--- config.mk ---
export PLATFORM = sky130hd
export DESIGN_NAME = alu_ctrl_ext
export DESIGN_NICKNAME = d
export VERILOG_FILES = /design/src/rtl/alu_ctrl_ext_pkg.sv /design/src/rtl/alu_ctrl_ext_alu_core.sv /design/src/rtl/alu_ctrl_ext.sv
export SDC_FILE = /design/constraint.sdc
export NUM_CORES = 1
export LEC_CHECK = 0
export CORE_ASPECT_RATIO = 1.25
export CORE_MARGIN = 4
export CORE_UTILIZATION = 64
export DETAILED_ROUTE_END_ITERATION = 12
export PLACE_DENSITY = 0.95
export SLEW_MARGIN = 20
export SYNTH_ARGS = -nofsm -noshare
export SYNTH_HDL_FRONTEND = slang
export SYNTH_SLANG_ARGS = --single-unit
--- constraint.sdc ---
create_clock -name clk -period 2.92 [get_ports clk]
set_clock_uncertainty 0.05 [all_clocks]
set_input_delay 0.73 -clock clk [delete_from_list [all_inputs] [get_ports clk]]
set_output_delay 0.73 -clock clk [all_outputs]
set_load 0.05 [all_outputs]
--- src/rtl/alu_ctrl_ext_pkg.sv ---
// Shared constants for the ALU/control/extend block.
//   - MIPS opcode and funct field values for the supported instruction set
//   - ALU operation codes driven on ctrl_alu
//   - Mux-select encodings for reg_dst, alu_src_a, alu_src_b, mem2reg
//   - ctrl_t: the bundle of decoded controls produced by instruction decode
package alu_ctrl_ext_pkg;

    localparam int DATA_W = 32;

    typedef enum logic [4:0] {
        ALU_ADD  = 5'd0,
        ALU_SUB  = 5'd1,
        ALU_AND  = 5'd2,
        ALU_OR   = 5'd3,
        ALU_XOR  = 5'd4,
        ALU_NOR  = 5'd5,
        ALU_SLT  = 5'd6,
        ALU_SLTU = 5'd7,
        ALU_SLL  = 5'd8,
        ALU_SRL  = 5'd9,
        ALU_SRA  = 5'd10
    } alu_op_e;

    // Primary opcodes (instr[31:26])
    localparam logic [5:0] OP_RTYPE = 6'h00;
    localparam logic [5:0] OP_J     = 6'h02;
    localparam logic [5:0] OP_JAL   = 6'h03;
    localparam logic [5:0] OP_BEQ   = 6'h04;
    localparam logic [5:0] OP_BNE   = 6'h05;
    localparam logic [5:0] OP_ADDI  = 6'h08;
    localparam logic [5:0] OP_ADDIU = 6'h09;
    localparam logic [5:0] OP_SLTI  = 6'h0A;
    localparam logic [5:0] OP_SLTIU = 6'h0B;
    localparam logic [5:0] OP_ANDI  = 6'h0C;
    localparam logic [5:0] OP_ORI   = 6'h0D;
    localparam logic [5:0] OP_XORI  = 6'h0E;
    localparam logic [5:0] OP_LUI   = 6'h0F;
    localparam logic [5:0] OP_LW    = 6'h23;
    localparam logic [5:0] OP_SW    = 6'h2B;

    // R-type funct codes (instr[5:0])
    localparam logic [5:0] FN_SLL  = 6'h00;
    localparam logic [5:0] FN_SRL  = 6'h02;
    localparam logic [5:0] FN_SRA  = 6'h03;
    localparam logic [5:0] FN_SLLV = 6'h04;
    localparam logic [5:0] FN_SRLV = 6'h06;
    localparam logic [5:0] FN_SRAV = 6'h07;
    localparam logic [5:0] FN_JR   = 6'h08;
    localparam logic [5:0] FN_JALR = 6'h09;
    localparam logic [5:0] FN_ADD  = 6'h20;
    localparam logic [5:0] FN_ADDU = 6'h21;
    localparam logic [5:0] FN_SUB  = 6'h22;
    localparam logic [5:0] FN_SUBU = 6'h23;
    localparam logic [5:0] FN_AND  = 6'h24;
    localparam logic [5:0] FN_OR   = 6'h25;
    localparam logic [5:0] FN_XOR  = 6'h26;
    localparam logic [5:0] FN_NOR  = 6'h27;
    localparam logic [5:0] FN_SLT  = 6'h2A;
    localparam logic [5:0] FN_SLTU = 6'h2B;

    // Mux-select encodings
    localparam logic [1:0] REG_DST_RT  = 2'd0;
    localparam logic [1:0] REG_DST_RD  = 2'd1;
    localparam logic [1:0] REG_DST_R31 = 2'd2;

    localparam logic [1:0] SRC_A_RS    = 2'd0;
    localparam logic [1:0] SRC_A_C16   = 2'd1;
    localparam logic [1:0] SRC_A_SHAMT = 2'd2;

    localparam logic [1:0] SRC_B_RT    = 2'd0;
    localparam logic [1:0] SRC_B_IMM   = 2'd1;

    localparam logic [1:0] M2R_ALU     = 2'd0;
    localparam logic [1:0] M2R_MEM     = 2'd1;
    localparam logic [1:0] M2R_PC4     = 2'd2;

    typedef struct packed {
        alu_op_e    alu_op;
        logic [1:0] reg_dst;
        logic [1:0] src_a;
        logic [1:0] src_b;
        logic [1:0] mem2reg;
        logic       ext_sel;
        logic       reg_wr;
        logic       mem_wr;
        logic       ovf_chk;   // instruction traps-on-overflow class (add/sub/addi)
    } ctrl_t;

endpackage

--- src/rtl/alu_ctrl_ext_alu_core.sv ---
// Combinational 32-bit ALU.
//   a      : operand A (shift amount taken from a[4:0])
//   b      : operand B (value being shifted for shift ops)
//   op     : ALU operation code; codes 11-31 yield 0
//   result : operation result, modulo 2^32
//   ovf    : signed overflow of ADD/SUB, 0 for every other op
module alu_core
    import alu_ctrl_ext_pkg::*;
(
    input  logic [DATA_W-1:0] a,
    input  logic [DATA_W-1:0] b,
    input  logic [4:0]        op,
    output logic [DATA_W-1:0] result,
    output logic              ovf
);

    logic signed [DATA_W-1:0] a_s;
    logic signed [DATA_W-1:0] b_s;
    logic        [DATA_W-1:0] sum;
    logic        [DATA_W-1:0] diff;

    assign a_s  = a;
    assign b_s  = b;
    assign sum  = a + b;
    assign diff = a - b;

    function automatic logic add_ovf(input logic [DATA_W-1:0] x, input logic [DATA_W-1:0] y,
                                     input logic [DATA_W-1:0] r);
        return (x[DATA_W-1] == y[DATA_W-1]) && (r[DATA_W-1] != x[DATA_W-1]);
    endfunction

    function automatic logic sub_ovf(input logic [DATA_W-1:0] x, input logic [DATA_W-1:0] y,
                                     input logic [DATA_W-1:0] r);
        return (x[DATA_W-1] != y[DATA_W-1]) && (r[DATA_W-1] != x[DATA_W-1]);
    endfunction

    always_comb begin
        result = '0;
        ovf    = 1'b0;
        case (op)
            ALU_ADD:  begin result = sum;  ovf = add_ovf(a, b, sum);  end
            ALU_SUB:  begin result = diff; ovf = sub_ovf(a, b, diff); end
            ALU_AND:  result = a & b;
            ALU_OR:   result = a | b;
            ALU_XOR:  result = a ^ b;
            ALU_NOR:  result = ~(a | b);
            ALU_SLT:  result = {{(DATA_W-1){1'b0}}, (a_s < b_s)};
            ALU_SLTU: result = {{(DATA_W-1){1'b0}}, (a < b)};
            ALU_SLL:  result = b << a[4:0];
            ALU_SRL:  result = b >> a[4:0];
            ALU_SRA:  result = b_s >>> a[4:0];
            default:  result = '0;
        endcase
    end

endmodule

--- src/rtl/alu_ctrl_ext.sv ---
// MIPS decode + immediate extend + execute, with one registered output stage.
//   clk, rst (async, active-low)
//   in_valid, instr, rs_data, rt_data  : instruction and operands for this cycle
//   out_valid                          : registered outputs below are valid
//   alu_result, zero, ovf              : registered execute results
//   ctrl_alu, reg_dst, alu_src_a, alu_src_b, mem2reg, ext_sel, reg_wr, mem_wr
//                                      : registered decoded controls
//   ext_imm                            : registered extended immediate
// Build option: define ALU_OVF_EN to flag signed overflow on add/sub/addi and
// suppress the register write of the overflowing instruction. Without it, ovf
// is tied 0 and add/sub behave exactly like addu/subu.
module alu_ctrl_ext
    import alu_ctrl_ext_pkg::*;
(
    input  logic              clk,
    input  logic              rst,
    input  logic              in_valid,
    input  logic [DATA_W-1:0] instr,
    input  logic [DATA_W-1:0] rs_data,
    input  logic [DATA_W-1:0] rt_data,
    output logic              out_valid,
    output logic [DATA_W-1:0] alu_result,
    output logic              zero,
    output logic              ovf,
    output logic [4:0]        ctrl_alu,
    output logic [1:0]        reg_dst,
    output logic [1:0]        alu_src_a,
    output logic [1:0]        alu_src_b,
    output logic [1:0]        mem2reg,
    output logic              ext_sel,
    output logic              reg_wr,
    output logic              mem_wr,
    output logic [DATA_W-1:0] ext_imm
);

    logic [5:0]  opcode;
    logic [5:0]  funct;
    logic [15:0] imm16;
    ctrl_t       ctrl;

    logic [DATA_W-1:0] ext_imm_p0;
    logic [DATA_W-1:0] a_p0;
    logic [DATA_W-1:0] b_p0;
    logic [DATA_W-1:0] alu_res_p0;
    logic              core_ovf;
    logic              ovf_p0;
    logic              reg_wr_p0;
    logic              zero_p0;

    // Register indices (rs/rt fields) are resolved before this block.
    logic unused_fields;
    assign unused_fields = ^instr[25:16];

    assign opcode = instr[31:26];
    assign funct  = instr[5:0];
    assign imm16  = instr[15:0];

    // ---- Stage p0: decode, extend, operand select, execute ----
    always_comb begin
        ctrl        = '0;
        ctrl.alu_op = ALU_ADD;
        case (opcode)
            OP_RTYPE: begin
                ctrl.reg_dst = REG_DST_RD;
                ctrl.reg_wr  = 1'b1;
                case (funct)
                    FN_ADD:  begin ctrl.alu_op = ALU_ADD; ctrl.ovf_chk = 1'b1; end
                    FN_ADDU: ctrl.alu_op = ALU_ADD;
                    FN_SUB:  begin ctrl.alu_op = ALU_SUB; ctrl.ovf_chk = 1'b1; end
                    FN_SUBU: ctrl.alu_op = ALU_SUB;
                    FN_AND:  ctrl.alu_op = ALU_AND;
                    FN_OR:   ctrl.alu_op = ALU_OR;
                    FN_XOR:  ctrl.alu_op = ALU_XOR;
                    FN_NOR:  ctrl.alu_op = ALU_NOR;
                    FN_SLT:  ctrl.alu_op = ALU_SLT;
                    FN_SLTU: ctrl.alu_op = ALU_SLTU;
                    FN_SLL:  begin ctrl.alu_op = ALU_SLL; ctrl.src_a = SRC_A_SHAMT; end
                    FN_SRL:  begin ctrl.alu_op = ALU_SRL; ctrl.src_a = SRC_A_SHAMT; end
                    FN_SRA:  begin ctrl.alu_op = ALU_SRA; ctrl.src_a = SRC_A_SHAMT; end
                    FN_SLLV: ctrl.alu_op = ALU_SLL;
                    FN_SRLV: ctrl.alu_op = ALU_SRL;
                    FN_SRAV: ctrl.alu_op = ALU_SRA;
                    FN_JALR: ctrl.mem2reg = M2R_PC4;
                    default: ctrl = '0;   // jr and unknown functs: no writes
                endcase
            end
            OP_ADDI: begin
                ctrl.src_b = SRC_B_IMM; ctrl.ext_sel = 1'b1; ctrl.reg_wr = 1'b1;
                ctrl.ovf_chk = 1'b1;
            end
            OP_ADDIU: begin
                ctrl.src_b = SRC_B_IMM; ctrl.ext_sel = 1'b1; ctrl.reg_wr = 1'b1;
            end
            OP_SLTI: begin
                ctrl.alu_op = ALU_SLT; ctrl.src_b = SRC_B_IMM; ctrl.ext_sel = 1'b1;
                ctrl.reg_wr = 1'b1;
            end
            OP_SLTIU: begin
                ctrl.alu_op = ALU_SLTU; ctrl.src_b = SRC_B_IMM; ctrl.ext_sel = 1'b1;
                ctrl.reg_wr = 1'b1;
            end
            OP_ANDI: begin ctrl.alu_op = ALU_AND; ctrl.src_b = SRC_B_IMM; ctrl.reg_wr = 1'b1; end
            OP_ORI:  begin ctrl.alu_op = ALU_OR;  ctrl.src_b = SRC_B_IMM; ctrl.reg_wr = 1'b1; end
            OP_XORI: begin ctrl.alu_op = ALU_XOR; ctrl.src_b = SRC_B_IMM; ctrl.reg_wr = 1'b1; end
            OP_LUI: begin
                // lui = zero-extended immediate shifted left by the constant 16
                ctrl.alu_op = ALU_SLL; ctrl.src_a = SRC_A_C16; ctrl.src_b = SRC_B_IMM;
                ctrl.reg_wr = 1'b1;
            end
            OP_LW: begin
                ctrl.src_b = SRC_B_IMM; ctrl.ext_sel = 1'b1; ctrl.mem2reg = M2R_MEM;
                ctrl.reg_wr = 1'b1;
            end
            OP_SW: begin
                ctrl.src_b = SRC_B_IMM; ctrl.ext_sel = 1'b1; ctrl.mem_wr = 1'b1;
            end
            OP_BEQ, OP_BNE: begin
                ctrl.alu_op = ALU_SUB; ctrl.ext_sel = 1'b1;
            end
            OP_JAL: begin
                ctrl.reg_dst = REG_DST_R31; ctrl.mem2reg = M2R_PC4; ctrl.reg_wr = 1'b1;
            end
            default: ctrl = '0;   // j and unknown opcodes
        endcase
    end

    assign ext_imm_p0 = ctrl.ext_sel ? {{16{imm16[15]}}, imm16} : {16'h0000, imm16};

    always_comb begin
        case (ctrl.src_a)
            SRC_A_C16:   a_p0 = 32'd16;
            SRC_A_SHAMT: a_p0 = {27'd0, instr[10:6]};
            default:     a_p0 = rs_data;
        endcase
    end

    assign b_p0 = (ctrl.src_b == SRC_B_IMM) ? ext_imm_p0 : rt_data;

    alu_core u_alu_core (
        .a      (a_p0),
        .b      (b_p0),
        .op     (ctrl.alu_op),
        .result (alu_res_p0),
        .ovf    (core_ovf)
    );

    assign zero_p0 = (alu_res_p0 == '0);

`ifdef ALU_OVF_EN
    assign ovf_p0    = ctrl.ovf_chk & core_ovf;
    assign reg_wr_p0 = ctrl.reg_wr & ~ovf_p0;
`else
    logic unused_ovf;
    assign unused_ovf = core_ovf ^ ctrl.ovf_chk;
    assign ovf_p0     = 1'b0;
    assign reg_wr_p0  = ctrl.reg_wr;
`endif

    // ---- Stage p1: registered outputs ----
    logic              vld_p1;
    logic [DATA_W-1:0] alu_result_p1;
    logic              zero_p1;
    logic              ovf_p1;
    ctrl_t             ctrl_p1;
    logic [DATA_W-1:0] ext_imm_p1;

    always_ff @(posedge clk or negedge rst) begin
        if (!rst) begin
            vld_p1        <= 1'b0;
            alu_result_p1 <= '0;
            zero_p1       <= 1'b0;
            ovf_p1        <= 1'b0;
            ctrl_p1       <= '0;
            ext_imm_p1    <= '0;
        end else begin
            vld_p1 <= in_valid;
            if (in_valid) begin
                alu_result_p1  <= alu_res_p0;
                zero_p1        <= zero_p0;
                ovf_p1         <= ovf_p0;
                ctrl_p1        <= ctrl;
                ctrl_p1.reg_wr <= reg_wr_p0;
                ext_imm_p1     <= ext_imm_p0;
            end else begin
                // Bubble: strobes drop, everything else holds
                ctrl_p1.reg_wr <= 1'b0;
                ctrl_p1.mem_wr <= 1'b0;
            end
        end
    end

    assign out_valid  = vld_p1;
    assign alu_result = alu_result_p1;
    assign zero       = zero_p1;
    assign ovf        = ovf_p1;
    assign ctrl_alu   = ctrl_p1.alu_op;
    assign reg_dst    = ctrl_p1.reg_dst;
    assign alu_src_a  = ctrl_p1.src_a;
    assign alu_src_b  = ctrl_p1.src_b;
    assign mem2reg    = ctrl_p1.mem2reg;
    assign ext_sel    = ctrl_p1.ext_sel;
    assign reg_wr     = ctrl_p1.reg_wr;
    assign mem_wr     = ctrl_p1.mem_wr;
    assign ext_imm    = ext_imm_p1;

endmodule

==> flow_metrics.tcl, run 1 <==
set metrics [dict create \
    first-error "[ERROR DPL-0038] Utilization greater than 100%, impossible to legalize" \
    synth_flop_cell "dfrtp_1" \
    htreeDepth 3 \
    dpl_cell_area_sq_um 22300 \
    clock_sinks 65 \
    ys_types 96 \
    die_x_microns 145 \
    yosysWarningCount 0 \
    io_pins 182 \
    place_congestion 1.49 \
    status "stopped before the end" \
    syn_inst 2263 \
    haltStage "clock tree synthesis" \
    synth_enable_flop_cells 0 \
    async_reset_ff_share_pct 100 \
    netlist_area_sq_um 15000 \
    cts_resized 405 \
    initial_core_util_pct 65.1 \
    yosysSeqAreaShare_pct 10.8 \
    clock_path_buffers 2 \
    cts_root_buf "clkbuf_16" \
    synth_seq_cells 65 \
    die_height_microns 179 \
    syn-mean-instance-area_sq_um 6.63 \
    ctsHoldBuffers 0 \
    row_count 62 \
    hpwl_microns 85700 \
    postCtsSetupBuffers 86 \
    io_buffers 168 \
    cts_made_buffers 9 \
]
[cells by family after synthesis]
group / count (synthesis) / share of synthesized area, %
other: 1 / 0.0250
flip-flops: 65 / 10.8
multiplexers: 55 / 4.58
AO/OA/AOI/OAI: 872 / 39.3
buffers and inverters: 332 / 9.15
adder cells (fa/ha/maj): 105 / 8.86
XOR/XNOR: 28 / 1.64
AND/OR/NAND/NOR: 805 / 25.6
[through the flow]
stage               std cells  setup TNS, ps  setup WS (ps)
global placement         3258         -79940          -3200
floorplan                2265         -64630          -2730
detailed placement       3258         -95010          -3750
[synthesized netlist by cell type, types with 17 or more instances]
cell / instances / area [sq um]
nor4_1: 23 / 144
buf_1: 30 / 113
buf_4: 20 / 150
xnor2_1: 22 / 193
nand2b_1: 19 / 119
o2111ai_1: 19 / 166
nand3_1: 132 / 661
ha_1: 103 / 1290
a211o_1: 20 / 175
nand4_1: 26 / 163
o211ai_1: 45 / 338
buf_2: 23 / 115
nor2_1: 172 / 646
and3_1: 24 / 150
mux2i_1: 18 / 180
and2_1: 17 / 106
o21ai_0: 160 / 801
dfrtp_1: 65 / 1630
a221oi_1: 31 / 272
nand2_1: 263 / 987
nor3_1: 50 / 250
clkbuf_1: 144 / 541
mux2_2: 29 / 327
a22oi_1: 33 / 248
a211oi_1: 47 / 353
a31oi_1: 44 / 275
inv_1: 107 / 402
a32oi_1: 31 / 272
a21oi_1: 201 / 1010
a311oi_1: 22 / 193
a21o_1: 22 / 165
a21boi_0: 20 / 150
==> run 2: changes to the inputs <==
CORE_ASPECT_RATIO = unset   (was 1.25)
CORE_UTILIZATION = 40   (was 64)
PLACE_DENSITY = unset   (was 0.95)
PLACE_DENSITY_LB_ADDON = 0.15   (was unset)
==> flow_metrics.tcl, run 2 <==
set metrics [dict create \
    synth_enable_flop_cells 0 \
    die-area_sq_um 40700 \
    avgRoutedWirePerCell_microns 28.0 \
    worstPathArrival_ps 5790 \
    pwr-share-comb_pct 72.7 \
    largest_reg_flops 32 \
    ctsHoldBuffers 0 \
    finalSetupViolCount 33 \
    hold_class "input port to asynchronous set/reset pin" \
    grt_pass1_wl_microns 148000 \
    antenna_found_initial 1 \
    drive_above_1_share_pct 40.9 \
    netlist_area_sq_um 15000 \
    coreArea_sq_um 36800 \
    cts_tree "done" \
    ant_nets 0 \
    p_int_w 0.00464 \
    yosysTopAreaCell "dfrtp_1" \
    final_cell_mix "877 x buf_4, 242 x nand2_1, 171 x a21oi_1" \
    cts_root_buf "clkbuf_16" \
    slew_headroom_pct 45.5 \
    htreeDepth 3 \
    r2r-end "ext_imm[30]" \
    violations "negative setup slack" \
    nets 3364 \
    drtPass1Iterations 6 \
    fmax_mhz 180 \
    post-place-cells 3551 \
    clk_latency_ps 340 \
    viasPerCell 6.64 \
    end_kind "register" \
    critPathKind "input port to register" \
    clock_sinks 65 \
    period_needed_ps 5560 \
    r2r_cells 2 \
    status "complete, but fails checks" \
    final_common_cell "buf_4" \
    area_growth_pct 73.2 \
    pre_cts_slack_ps -3810 \
    cap_violations 0 \
    vias 24100 \
    initial_core_util_pct 40.8 \
    fillers 3045 \
    die_x_microns 202 \
    rsz0062_at_grt "yes" \
    p_sw_w 0.00417 \
    total_power_w 0.00881 \
    multiInputGateArea_sq_um 13900 \
    worst_pin_slew_ps 817 \
    place_congestion 1.16 \
    seq_area_sq_um 1630 \
    tns_ps -61280 \
    syn_inst 2263 \
    finalCritPeriodShare_pct 190 \
    cp_max_fo 6 \
    r2r_slack_ps 1940 \
    async_reset_ff_share_pct 100 \
    maxSlewViolCount 0 \
    cp-start-kind "input port" \
    reg2reg_from "ext_imm[30]" \
    ys_top_cells_by_area "dfrtp_1 11%, ha_1 8.6%, a21oi_1 6.7%" \
    drtIter0Drc 3311 \
    yosysWarningCount 0 \
    io_buffers 168 \
    wl_microns 102000 \
    hpwl_microns 79400 \
    p_leak_nw 11.7 \
    first_global_vias 23100 \
    row_count 70 \
    cts_made_buffers 9 \
    clockPowerShare_pct 14.6 \
    yosysSeqAreaShare_pct 10.8 \
    instances_no_fill 3634 \
    yosysMostFrequentCell "nand2_1" \
    synth_common_cells "263 x nand2_1, 201 x a21oi_1, 172 x nor2_1, 160 x o21ai_0, 144 x clkbuf_1" \
    clk_transition_reported_paths_ps 60 \
    overflow 0 \
    io_pins 182 \
    grt.total_usage_pct 46.9 \
    clock_path_buffers 2 \
    synth_top_cell_area_share_pct 10.8 \
    die_height_microns 202 \
    sequentialPowerShare_pct 12.7 \
    ys_types 96 \
    crit_required_ps 3150 \
    swShare_pct 47.3 \
    powerDensity_nw_per_um2 339 \
    synth_seq_cells 65 \
    syn-mean-instance-area_sq_um 6.63 \
    peakVddDrop_uv 346 \
    hold_violations 0 \
    layout_setup_ws_ps -2640 \
    grt_max_degree 100 \
    drc 0 \
    synth_flop_cell "dfrtp_1" \
]
[run 2: cell counts after synthesis]
Identical to the previous run, type by type.
[run 2: metal layers]
layer  routed length (microns)  vias to the layer above  global-route usage [%]
met5                        12                        -                       0
met4                      8820                        2                    27.6
met3                     12600                      529                    11.3
met2                     43000                     1960                    72.4
met1                     37300                    11300                    59.5
li1                          -                    10300                       -
[run 2: cell type report]
type,instances,share of cell area (%)
well taps,468,2.25
repair buffers,1103,35.1
multi-input cells,1869,53.4
flip-flops and latches,65,6.26
clock buffers,10,0.882
clock inverters,6,0.443
inverters,112,1.68
diodes,1,0.00963
[run 2: timing repair]
item / 4_1_cts / 5_1_grt
resized for setup: 285 / 119
pin swaps: 94 / 91
endpoints found under the hold margin: 0 / 0
cloned: 3 / 0
setup buffers: 50 / 28
endpoints found under the setup margin: 35 / 34
[run 2: logic make-up (layout without fill, tap and decap cells)]
| logic type | count (synthesis) | in the layout | share of synthesized area [%] |
|---|---|---|---|
| AO/OA/AOI/OAI | 872 | 873 | 39.3 |
| buffers and inverters | 332 | 1231 | 9.15 |
| other | 1 | 4 | 0.0250 |
| multiplexers | 55 | 55 | 4.58 |
| adder cells (fa/ha/maj) | 105 | 105 | 8.86 |
| flip-flops | 65 | 65 | 10.8 |
| XOR/XNOR | 28 | 28 | 1.64 |
| AND/OR/NAND/NOR | 805 | 805 | 25.6 |
[run 2: how the worst max path moves through the flow]
| stage | start | end |
|---|---|---|
| global placement | instr[29] | zero |
| finish | instr[28] | zero |
| global route | instr[28] | zero |
| floorplan | instr[29] | zero |
| CTS | instr[28] | zero |
| detailed placement | instr[29] | zero |
[run 2: critical path: stages]
cell	delay, ps
buf_8	100
nor4_4	270
nand4_1	220
nor2_4	200
ha_4	250
nand3b_1	220
nand2_4	140
inv_4	50
ha_4	160
fa_2	360
nand2b_4	140
a221o_1	330
o211ai_1	360
o21ai_2	170
a21boi_2	240
nor2_2	80
o311a_1	360
o32ai_2	260
nand4_1	160
nor4_2	280
nand4_1	240
nor4_2	270
a41o_1	180
[run 2: stage by stage]
stage	area (sq um)	hold WS (ps)	utilization [%]
final	26000	359	70.6
after CTS	25300	365	68.7
after floorplan	15700	384	-
after global routing	26000	382	70.6
after global placement	23400	418	63.5
after detailed placement	23400	425	63.5
[run 2: power groups by stage]
| stage | Clock (W) | Sequential (W) | Combinational, W |
|---|---|---|---|
| 6_report | 0.00129 | 0.00112 | 0.00640 |
| 5_1_grt | 0.00134 | 0.00114 | 0.00661 |
| 4_1_cts | 0.00129 | 0.00112 | 0.00595 |
| 3_5_place_dp | 0 | 0.00113 | 0.00549 |
| 3_3_place_gp | 0 | 0.00113 | 0.00544 |
| 2_1_floorplan | 0 | 0.00159 | 0.00224 |
Note: power is estimated with default switching activity, not from simulation.
